$ cat src/rtl/arith_pkg.sv
// Shared definitions for the ARITH unit and its command sequencer.
// ARITH_STATUS_BYTE_EN adds the trailing status-byte state.
package arith_pkg;

  localparam int unsigned FUN_W = 2;

  typedef enum logic [FUN_W-1:0] {
    FUN_ADD = 2'b00,
    FUN_SUB = 2'b01,
    FUN_MUL = 2'b10,
    FUN_DIV = 2'b11
  } arith_fun_e;

  typedef enum logic [2:0] {
    S_IDLE,
    S_ISSUE,
    S_WAIT,
    S_SEND
`ifdef ARITH_STATUS_BYTE_EN
    , S_STAT
`endif
  } seq_state_e;

  // Bit positions inside the status byte {5'b0, timeout, div0, carry}
  localparam int unsigned ST_CARRY_BIT = 0;
  localparam int unsigned ST_DIV0_BIT  = 1;
  localparam int unsigned ST_TMO_BIT   = 2;

endpackage

$ cat src/rtl/arith_cmd_sequencer.sv
// Issues one command to the ARITH unit, captures its result and streams it LSB-first as bytes.
// Define ARITH_STATUS_BYTE_EN to append a {timeout, div0, carry} status byte.
module arith_cmd_sequencer
  import arith_pkg::*;
#(
  parameter int unsigned A_width         = 16,
  parameter int unsigned B_width         = 16,
  parameter int unsigned ARITH_OUT_width = 16,
  parameter int unsigned TIMEOUT_CYC     = 15
) (
  input  logic                       CLK_CTRL,
  input  logic                       RST_CTRL,
  input  logic                       CMD_VALID,
  output logic                       CMD_READY,
  input  logic [FUN_W-1:0]           CMD_FUN,
  input  logic [A_width-1:0]         CMD_A,
  input  logic [B_width-1:0]         CMD_B,
  output logic [A_width-1:0]         A_OUT_ARITH,
  output logic [B_width-1:0]         B_OUT_ARITH,
  output logic [FUN_W-1:0]           ALU_FUN_ARITH,
  output logic                       ARITH_EN,
  input  logic [ARITH_OUT_width-1:0] ARITH_OUT_IN,
  input  logic                       ARITH_FLAG_IN,
  input  logic                       CARRY_IN,
  output logic [7:0]                 TX_DATA,
  output logic                       TX_VALID,
  input  logic                       TX_READY,
  output logic                       ERR,
  output logic                       BUSY
);

  localparam int unsigned NBYTES = ARITH_OUT_width / 8;
  localparam int unsigned IDX_W  = (NBYTES > 1) ? $clog2(NBYTES) : 1;
  localparam int unsigned CNT_W  = $clog2(TIMEOUT_CYC + 1);

  seq_state_e                 state_q, state_d;
  logic [A_width-1:0]         a_q, a_d;
  logic [B_width-1:0]         b_q, b_d;
  logic [FUN_W-1:0]           fun_q, fun_d;
  logic                       en_q, en_d;
  logic                       err_q, err_d;
  logic [ARITH_OUT_width-1:0] res_q, res_d;
  logic [IDX_W-1:0]           idx_q, idx_d, idx_inc;
  logic [CNT_W-1:0]           cnt_q, cnt_d;
  logic [7:0]                 txd_q, txd_d;
  logic                       txv_q, txv_d;
  logic                       rdy_q, rdy_d;
  logic                       busy_q, busy_d;
  logic                       carry_q, carry_d;
  logic                       div0_q, div0_d;
  logic                       tmo_q, tmo_d;

  assign idx_inc = idx_q + IDX_W'(1);

`ifndef ARITH_STATUS_BYTE_EN
  // Cause flags are kept for a uniform datapath but only reach the wire in the status-byte build
  logic unused_cause;
  assign unused_cause = carry_q ^ div0_q ^ tmo_q;
`endif

  // State and datapath registers
  always_ff @(posedge CLK_CTRL or negedge RST_CTRL) begin
    if (!RST_CTRL) begin
      state_q <= S_IDLE;
      a_q     <= '0;
      b_q     <= '0;
      fun_q   <= '0;
      en_q    <= 1'b0;
      err_q   <= 1'b0;
      res_q   <= '0;
      idx_q   <= '0;
      cnt_q   <= '0;
      txd_q   <= '0;
      txv_q   <= 1'b0;
      rdy_q   <= 1'b0;
      busy_q  <= 1'b0;
      carry_q <= 1'b0;
      div0_q  <= 1'b0;
      tmo_q   <= 1'b0;
    end else begin
      state_q <= state_d;
      a_q     <= a_d;
      b_q     <= b_d;
      fun_q   <= fun_d;
      en_q    <= en_d;
      err_q   <= err_d;
      res_q   <= res_d;
      idx_q   <= idx_d;
      cnt_q   <= cnt_d;
      txd_q   <= txd_d;
      txv_q   <= txv_d;
      rdy_q   <= rdy_d;
      busy_q  <= busy_d;
      carry_q <= carry_d;
      div0_q  <= div0_d;
      tmo_q   <= tmo_d;
    end
  end

  // Next-state and next-output logic; the byte serializer is the idx-driven mux in SEND
  always_comb begin
    state_d = state_q;
    a_d     = a_q;
    b_d     = b_q;
    fun_d   = fun_q;
    en_d    = 1'b0;
    err_d   = 1'b0;
    res_d   = res_q;
    idx_d   = idx_q;
    cnt_d   = cnt_q;
    txd_d   = txd_q;
    txv_d   = txv_q;
    carry_d = carry_q;
    div0_d  = div0_q;
    tmo_d   = tmo_q;

    case (state_q)
      S_IDLE: begin
        if (rdy_q && CMD_VALID) begin
          a_d     = CMD_A;
          b_d     = CMD_B;
          fun_d   = CMD_FUN;
          idx_d   = '0;
          carry_d = 1'b0;
          div0_d  = 1'b0;
          tmo_d   = 1'b0;
          if (CMD_FUN == FUN_DIV && CMD_B == '0) begin
            res_d   = '1;
            div0_d  = 1'b1;
            err_d   = 1'b1;
            txd_d   = 8'hFF;
            txv_d   = 1'b1;
            state_d = S_SEND;
          end else begin
            en_d    = 1'b1;
            state_d = S_ISSUE;
          end
        end
      end

      S_ISSUE: begin
        cnt_d   = '0;
        state_d = S_WAIT;
      end

      // The unit clears its output after one cycle, so capture happens in the flag cycle itself
      S_WAIT: begin
        if (ARITH_FLAG_IN) begin
          res_d   = ARITH_OUT_IN;
          carry_d = CARRY_IN;
          txd_d   = ARITH_OUT_IN[7:0];
          txv_d   = 1'b1;
          state_d = S_SEND;
        end else if (cnt_q == CNT_W'(TIMEOUT_CYC - 1)) begin
          res_d   = '0;
          tmo_d   = 1'b1;
          err_d   = 1'b1;
          txd_d   = 8'h00;
          txv_d   = 1'b1;
          state_d = S_SEND;
        end else begin
          cnt_d = cnt_q + CNT_W'(1);
        end
      end

      S_SEND: begin
        if (TX_READY) begin
          if (idx_q == IDX_W'(NBYTES - 1)) begin
`ifdef ARITH_STATUS_BYTE_EN
            txd_d               = '0;
            txd_d[ST_CARRY_BIT] = carry_q;
            txd_d[ST_DIV0_BIT]  = div0_q;
            txd_d[ST_TMO_BIT]   = tmo_q;
            state_d             = S_STAT;
`else
            txv_d   = 1'b0;
            state_d = S_IDLE;
`endif
          end else begin
            idx_d = idx_inc;
            txd_d = 8'(res_q >> {idx_inc, 3'b000});
          end
        end
      end

`ifdef ARITH_STATUS_BYTE_EN
      S_STAT: begin
        if (TX_READY) begin
          txv_d   = 1'b0;
          state_d = S_IDLE;
        end
      end
`endif

      default: begin
        txv_d   = 1'b0;
        state_d = S_IDLE;
      end
    endcase

    rdy_d  = (state_d == S_IDLE);
    busy_d = (state_d != S_IDLE);
  end

  assign CMD_READY     = rdy_q;
  assign A_OUT_ARITH   = a_q;
  assign B_OUT_ARITH   = b_q;
  assign ALU_FUN_ARITH = fun_q;
  assign ARITH_EN      = en_q;
  assign TX_DATA       = txd_q;
  assign TX_VALID      = txv_q;
  assign ERR           = err_q;
  assign BUSY          = busy_q;

endmodule

$ cat config.mk
export PLATFORM = sky130hd
export DESIGN_NAME = arith_cmd_sequencer
export DESIGN_NICKNAME = d
export VERILOG_FILES = /design/src/rtl/arith_pkg.sv /design/src/rtl/arith_cmd_sequencer.sv
export SDC_FILE = /design/constraint.sdc
export NUM_CORES = 1
export LEC_CHECK = 0
export BUFFER_PORTS_ARGS = -buffer_cell sky130_fd_sc_hd__clkbuf_2
export CORE_MARGIN = 3
export CORE_UTILIZATION = 45
export DETAILED_ROUTE_END_ITERATION = 10
export GPL_TIMING_DRIVEN = 0
export PLACE_DENSITY = 0.77
export SYNTH_ARGS = -nofsm -noshare
export SYNTH_HDL_FRONTEND = slang
export SYNTH_SLANG_ARGS = --single-unit
$ cat constraint.sdc
create_clock -name CLK_CTRL -period 1.9 [get_ports CLK_CTRL]
set_input_delay 0.095 -clock CLK_CTRL [delete_from_list [all_inputs] [get_ports CLK_CTRL]]
set_output_delay 0.095 -clock CLK_CTRL [all_outputs]
set_load 0.005 [all_outputs]
==> out/metrics.csv, run 1 <==
metric,value,unit
run_status,completed,
synth_top_cells_by_area,"dfrtp_1, nand2_1, a21oi_1",
yosys-top-cells-count,"nand2_1, dfrtp_1, a21oi_1",
p_leak,2.406,nW
nFillCells,626,
syn_nets,446,
hold_violations,0,
hpwl,6880,um
ys.flop_type,dfrtp_1,
hold_slack,0.03530,ns
grt_overflow,0,
yosysWarnings,0,
setup_tns,0,ns
grt_pass1_vias,3651,
grt_usage,0.2540,
cp.arrival,2.09,ns
async_flop_share,1.000,
final_cell_area,4787,um2
place_ws,-0.03335,ns
drt-pass1-iter-count,5,
peakVddDrop,0.7439,mV
clock_skew,0.01059,ns
hold_path_class,in -> reg,
fmax,547.3,MHz
reg2reg_depth,8,
drv_slew,0,
n_antenna_cell,0,
cts_tree,yes,
area_delta_synth_final,37.77,%
routed_wl,10650,um
seq_area_frac_synth,0.5113,
p_total,5.541,mW
setup_viol,0,
clkLatencyLatePin,0.35,ns
required,2.16,ns
min_period,1.827,ns
port_buffers,101,
yosysUniqueCellTypes,45,
synth_top_area_cell,dfrtp_1,
cp-start-kind,input port,
layout_setup_ws,0.07283,ns
hold_depth,3,
cts_max_path_buffers,2,
post-route-drc-count,0,
core_area,7370,um2
path_clk_slew,0.08,ns
antenna_found_initial,0,
synth-simple-area-share,0.2485,
critPathKind,in -> reg,
ys_seq_elements,71,
vias,3449,
start_util,0.4715,
grt_max_degree,62,
drt_iter0_drc,233,
htreeDepth,3,
synthMuxAreaShare,0.02305,
cts-root-buf,clkbuf_8,
synth_area,3475,um2
cts.sinks,71,
ios,103,
fin_util,0.6496,
synth_top_family_by_area,simple AND/OR/NAND/NOR gates,
cp_max_fo,10,
synth_edf_count,0,
end_kind,flop,
fp.dieH,93.87,um
relSlewSlack,0.6013,
synth_most_common_cell,nand2_1,
drtAntennaViolNets,0,
placed_area,4134,um2
synth_cells,388,
cts_made_buffers,9,
drv_cap,0,
timing.final.crit_share,0.9617,
rsz0062_at_grt,yes,
finalWeightedCongestion,0.8782,
die-area,8812,um2
grt_pass1_wl,17560,um
placed_cells,589,
synth_xor_area_frac,0.005041,
die_w,93.87,um
avgRoutedWirePerCell,16.54,um
row_count,31,
final_nets,598,
synthAdderAreaFrac,0.007202,
power_density,1158,nW/um2
final_cells,644,
viasPerCell,5.356,
worstMarginPinSlew,0.5968,ns
synth_area_per_cell,8.955,um2
synth_top_cell_area_share,0.5113,
synth_compound_area_frac,0.1527,
drive_gt1_frac,0.2972,
-- kinds of logic (layout without fill, tap and decap cells) --
| kind of cell | after synthesis | count (layout) |
|---|---|---|
| compound gates | 83 | 83 |
| xor+xnor | 2 | 2 |
| fa+ha+maj | 2 | 2 |
| buf+inv | 37 | 194 |
| flops | 71 | 71 |
| mux | 8 | 8 |
| other cells | 1 | 1 |
| simple gates | 184 | 184 |
-- final timing paths --
path	end	slack [ns]	startpoint
setup / recovery	res_q[13]	0.07	CMD_B[7]
hold / removal	B_OUT_ARITH[14]	0.04	CMD_B[14]
setup reg to reg	res_q[12]	0.08	cnt_q[0]
hold reg to reg	B_OUT_ARITH[0]	0.48	B_OUT_ARITH[0]
max in group asynchronous	TX_DATA[4]	1.21	RST_CTRL
min in group asynchronous	cnt_q[3]	0.15	RST_CTRL
-- sequential cells by signal, summed over array words and instances, names as in the netlist --
signal	count
A_OUT_ARITH	16
B_OUT_ARITH	16
res_q	16
TX_DATA	8
cnt_q	4
state_q	3
ALU_FUN_ARITH	2
ARITH_EN	1
BUSY	1
CMD_READY	1
ERR	1
TX_VALID	1
idx_q	1
-- area by class of cell --
class / instances / area, um2 / area share
plain buffers: 26 / 141.4 / 0.02953
flip-flops and latches: 71 / 1777 / 0.3711
well taps: 99 / 123.9 / 0.02588
clock inverters: 7 / 95.09 / 0.01986
inverters: 11 / 41.29 / 0.008625
clock buffers: 9 / 123.9 / 0.02588
multi-input cells: 280 / 1574 / 0.3288
repair buffers: 141 / 910.9 / 0.1903
-- report_power, final --
group / internal, mW / switching (mW) / leakage [nW]
Combinational: 0.846 / 1.02 / 1.40
Sequential: 2.00 / 0.338 / 0.895
Clock: 0.744 / 0.602 / 0.110
Total: 3.59 / 1.96 / 2.41
-- per-layer routing --
layer	GRT usage	wire, um
met5	0	0
met4	0.08664	224
met3	0.07131	711
met2	0.4335	5363
met1	0.3078	4351
-- layout by cell type (no fill, tap or decap), drive strengths merged, types with 2 or more instances in the layout --
master       Yosys  routed
clkbuf          10     121
bufinv           0       2
a221oi           2       2
o22ai            9       9
nor3b            2       2
nand2          118     118
nand3           14      14
inv             11      13
clkinv           0       2
a31o             2       2
nor2b            2       2
ha               2       2
a21oi           35      35
nor4             2       2
nor3            10      10
buf             16      22
dfrtp           71      71
or4              3       3
nor2            25      25
a31oi            9       9
xor2             2       2
nand4            2       2
o31ai            9       9
a211oi          11      11
o21ai            2       2
mux2i            8       8
dlygate4sd3      0      33
-- worst max-delay path, cell delays in order --
cell and delay (ns):
dlygate4sd3_1 0.53, clkbuf_2 0.12, or4_4 0.56, nor4_4 0.31, nand2_4 0.16, buf_6 0.19
a21oi_1 0.13
-- timing repair --
action / CTS / global route
buffers inserted: 2 / 4
endpoints found under the setup margin: 14 / 24
pin swaps: 0 / 4
hold endpoints to repair: 103 / 0
gates resized for setup: 3 / 10
hold buffers: 33 / 0
(Power assumes the default switching activity.)
==> inputs of run 2 (changes only) <==
--- a/config.mk
+++ b/config.mk
@@ -9,7 +9,7 @@
 export CORE_MARGIN = 3
 export CORE_UTILIZATION = 45
 export DETAILED_ROUTE_END_ITERATION = 10
-export GPL_TIMING_DRIVEN = 0
+export GPL_TIMING_DRIVEN = 1
 export PLACE_DENSITY = 0.77
 export SYNTH_ARGS = -nofsm -noshare
 export SYNTH_HDL_FRONTEND = slang
==> constraint.sdc (replaced) <==
create_clock -name CLK_CTRL -period 1.9 [get_ports CLK_CTRL]
set_input_delay 0.19 -clock CLK_CTRL [delete_from_list [all_inputs] [get_ports CLK_CTRL]]
set_output_delay 0.19 -clock CLK_CTRL [all_outputs]
set_load 0.005 [all_outputs]
==> run 2 against run 1 <==
Global-route usage shrank 3.6 points. Combinational power shrank 10%. Clock power shrank 13%. Count of clock-buffer cells in the layout grew 1. Via count shrank 8.0%. Die area is the same. Sequential share of layout area grew 3.9 points. Final cell count shrank 7.8%. Maximum frequency grew 3.3%. Flip-flop and latch count is the same. Routed wire length shrank 16%. Critical path depth is the same. Critical path type is now reg -> reg. Largest cell class unchanged. Largest power group unchanged. Highest routed layer unchanged.
==> out/metrics.csv, run 2 (synthesis results as in run 1) <==
metric,value,unit,change
finalWeightedCongestion,0.8497,,-3.2%
cts.sinks,71,,unchanged
core_area,7370,um2,unchanged
layout_common_cells,"nand2_1, clkbuf_2, dfrtp_1, a21oi_1, nor2_1",,
drt-pass1-iter-count,4,,-1
area.sequential,1777,um2,unchanged
cts_made_buffers,9,,unchanged
cts_tree,yes,,
grt_pass1_vias,3239,,-11%
r2r_end,res_q[4],,
drive_gt1_frac,0.2990,,+0.001742
hpwl,6251,um,-9.1%
nFillCells,676,,+8.0%
end_kind,flop,,
clkLatencyLatePin,0.34,ns,about the same
worstMarginPinSlew,0.5006,ns,-0.09622 ns
hold_depth,3,,unchanged
n_antenna_cell,0,,unchanged
p_comb_frac,0.322,,-0.014
grt_max_degree,72,,+16%
post-route-drc-count,0,,unchanged
power_density,1198,nW/um2,+3.5%
clock_skew,0.007950,ns,-0.002643 ns
setup_viol,0,,unchanged
grt_overflow,0,,unchanged
antenna_found_initial,0,,unchanged
clkPwrFrac,0.225,,-0.018
fin_util,0.5878,,-0.06180
cts_setup_buffers,0,,-2
switchingPower,1.802,mW,-7.8%
htreeDepth,3,,unchanged
vias,3174,,-8.0%
timing.final.crit_share,0.9309,,-0.03076
die-area,8812,um2,unchanged
run_status,completed,,
hold_path_class,in -> reg,,
path_clk_slew,0.08,ns,about the same
sw_frac_of_total,0.3472,,-0.005639
min_from,CMD_A[2],,
drv_cap,0,,unchanged
reg2reg_depth,7,,-1
avgRoutedWirePerCell,15.00,um,-9.3%
cts_max_path_buffers,2,,unchanged
hold_violations,0,,unchanged
cp_max_fo,11,,+1
final_nets,549,,-8.2%
ios,103,,unchanged
viasPerCell,5.343,,-0.23%
timing.reg2reg.setup_slack,0.13,ns,+0.05 ns
start_util,0.4715,,unchanged
drtAntennaViolNets,0,,unchanged
required,2.15,ns,about the same
fp.dieH,93.87,um,unchanged
grt_usage,0.2182,,-0.03587
grt_pass1_wl,15170,um,-14%
die_w,93.87,um,unchanged
p_leak,2.223,nW,-7.6%
r2r-start,cnt_q[0],,
cp.arrival,2.02,ns,-0.07 ns
cp-start-kind,flop,,
port_buffers,101,,unchanged
hold_slack,0.03739,ns,+0.002089 ns
relSlewSlack,0.6663,,+0.06501
row_count,31,,unchanged
cts-root-buf,clkbuf_8,,
final_common_cell,nand2_1,,
drt_iter0_drc,200,,-14%
fmax,565.4,MHz,+3.3%
hold_end,A_OUT_ARITH[2],,
peakVddDrop,0.6818,mV,-8.3%
area_delta_synth_final,24.67,%,
setup_tns,0,ns,unchanged
routed_wl,8908,um,-16%
pwr-share-seq,0.453,,+0.032
min_period,1.769,ns,-0.05845 ns
drv_slew,0,,unchanged
rsz0062_at_grt,no,,
power.internal,3.388,mW,-5.5%
critPathKind,reg -> reg,,
multi_input_area,1529,um2,-2.9%
-- run 2: cell types whose count changed in the layout (fill, tap and decap cells not counted), sizes merged --
cell,change
dlygate4sd3,-32
clkbuf,-11
buf,-5
inv,-2
bufinv,-1
clkinv,+1
-- run 2: final cells by class --
class / instances / share of cell area
Inverter: 11 / 0.009532
Sequential cell: 71 / 0.4102
Multi-Input combinational cell: 280 / 0.3530
Tap cell: 99 / 0.02860
Timing Repair Buffer: 118 / 0.1554
Clock inverter: 5 / 0.01386
Clock buffer: 10 / 0.02946
-- run 2: critical path, cell delays in order, from the launching register on --
cell	delay, ns
dfrtp_1	0.37
inv_1	0.08
ha_1	0.24
a31o_2	0.27
buf_4	0.18
nand2_1	0.26
a21oi_1	0.09
a211oi_1	0.18
-- run 2: routing by layer --
metal / global-route usage / up-vias / share of wire
met5: 0 / - / 0
met4: 0.1023 / 0 / 0.023
met3: 0.06731 / 17 / 0.084
met2: 0.3471 / 122 / 0.48
met1: 0.2706 / 1504 / 0.41
li1: - / 1531 / -
-- run 2: through the flow --
step                setup slack (ns)  total power, mW  std cells  area [um2]
global placement              0.1413            3.979        578        4133
finish                        0.1313            5.190        594        4332
global route                 0.02046            5.591        594        4332
detailed placement           0.04746            4.058        578        4133
floorplan                     0.2397            3.229        388        3475
CTS                          0.01328            5.242        594        4330
-- run 2: what timing repair did --
action	CTS	global route
endpoints found under the setup margin	0	14
resized for setup	0	1
hold buffers	1	0
endpoints found under the hold margin	71	0
-- run 2: how the worst max path moves through the flow --
stage,cells after the start,from,endpoint,slack [ns]
after CTS,6,cnt_q[0],res_q[3],0.01
final,7,cnt_q[0],res_q[4],0.13
after detailed placement,6,cnt_q[0],res_q[3],0.05
after floorplan,6,cnt_q[0],TX_DATA[6],0.24
after global placement,6,cnt_q[0],res_q[5],0.14
after global routing,7,cnt_q[0],res_q[3],0.02
-- run 2: power by group through the flow --
stage,registers (mW),clock network [mW],logic (mW)
3_3_place_gp,2.34,0,1.64
6_report,2.35,1.17,1.67
3_5_place_dp,2.36,0,1.70
5_1_grt,2.43,1.26,1.91
4_1_cts,2.35,1.20,1.70
2_1_floorplan,2.32,0,0.906
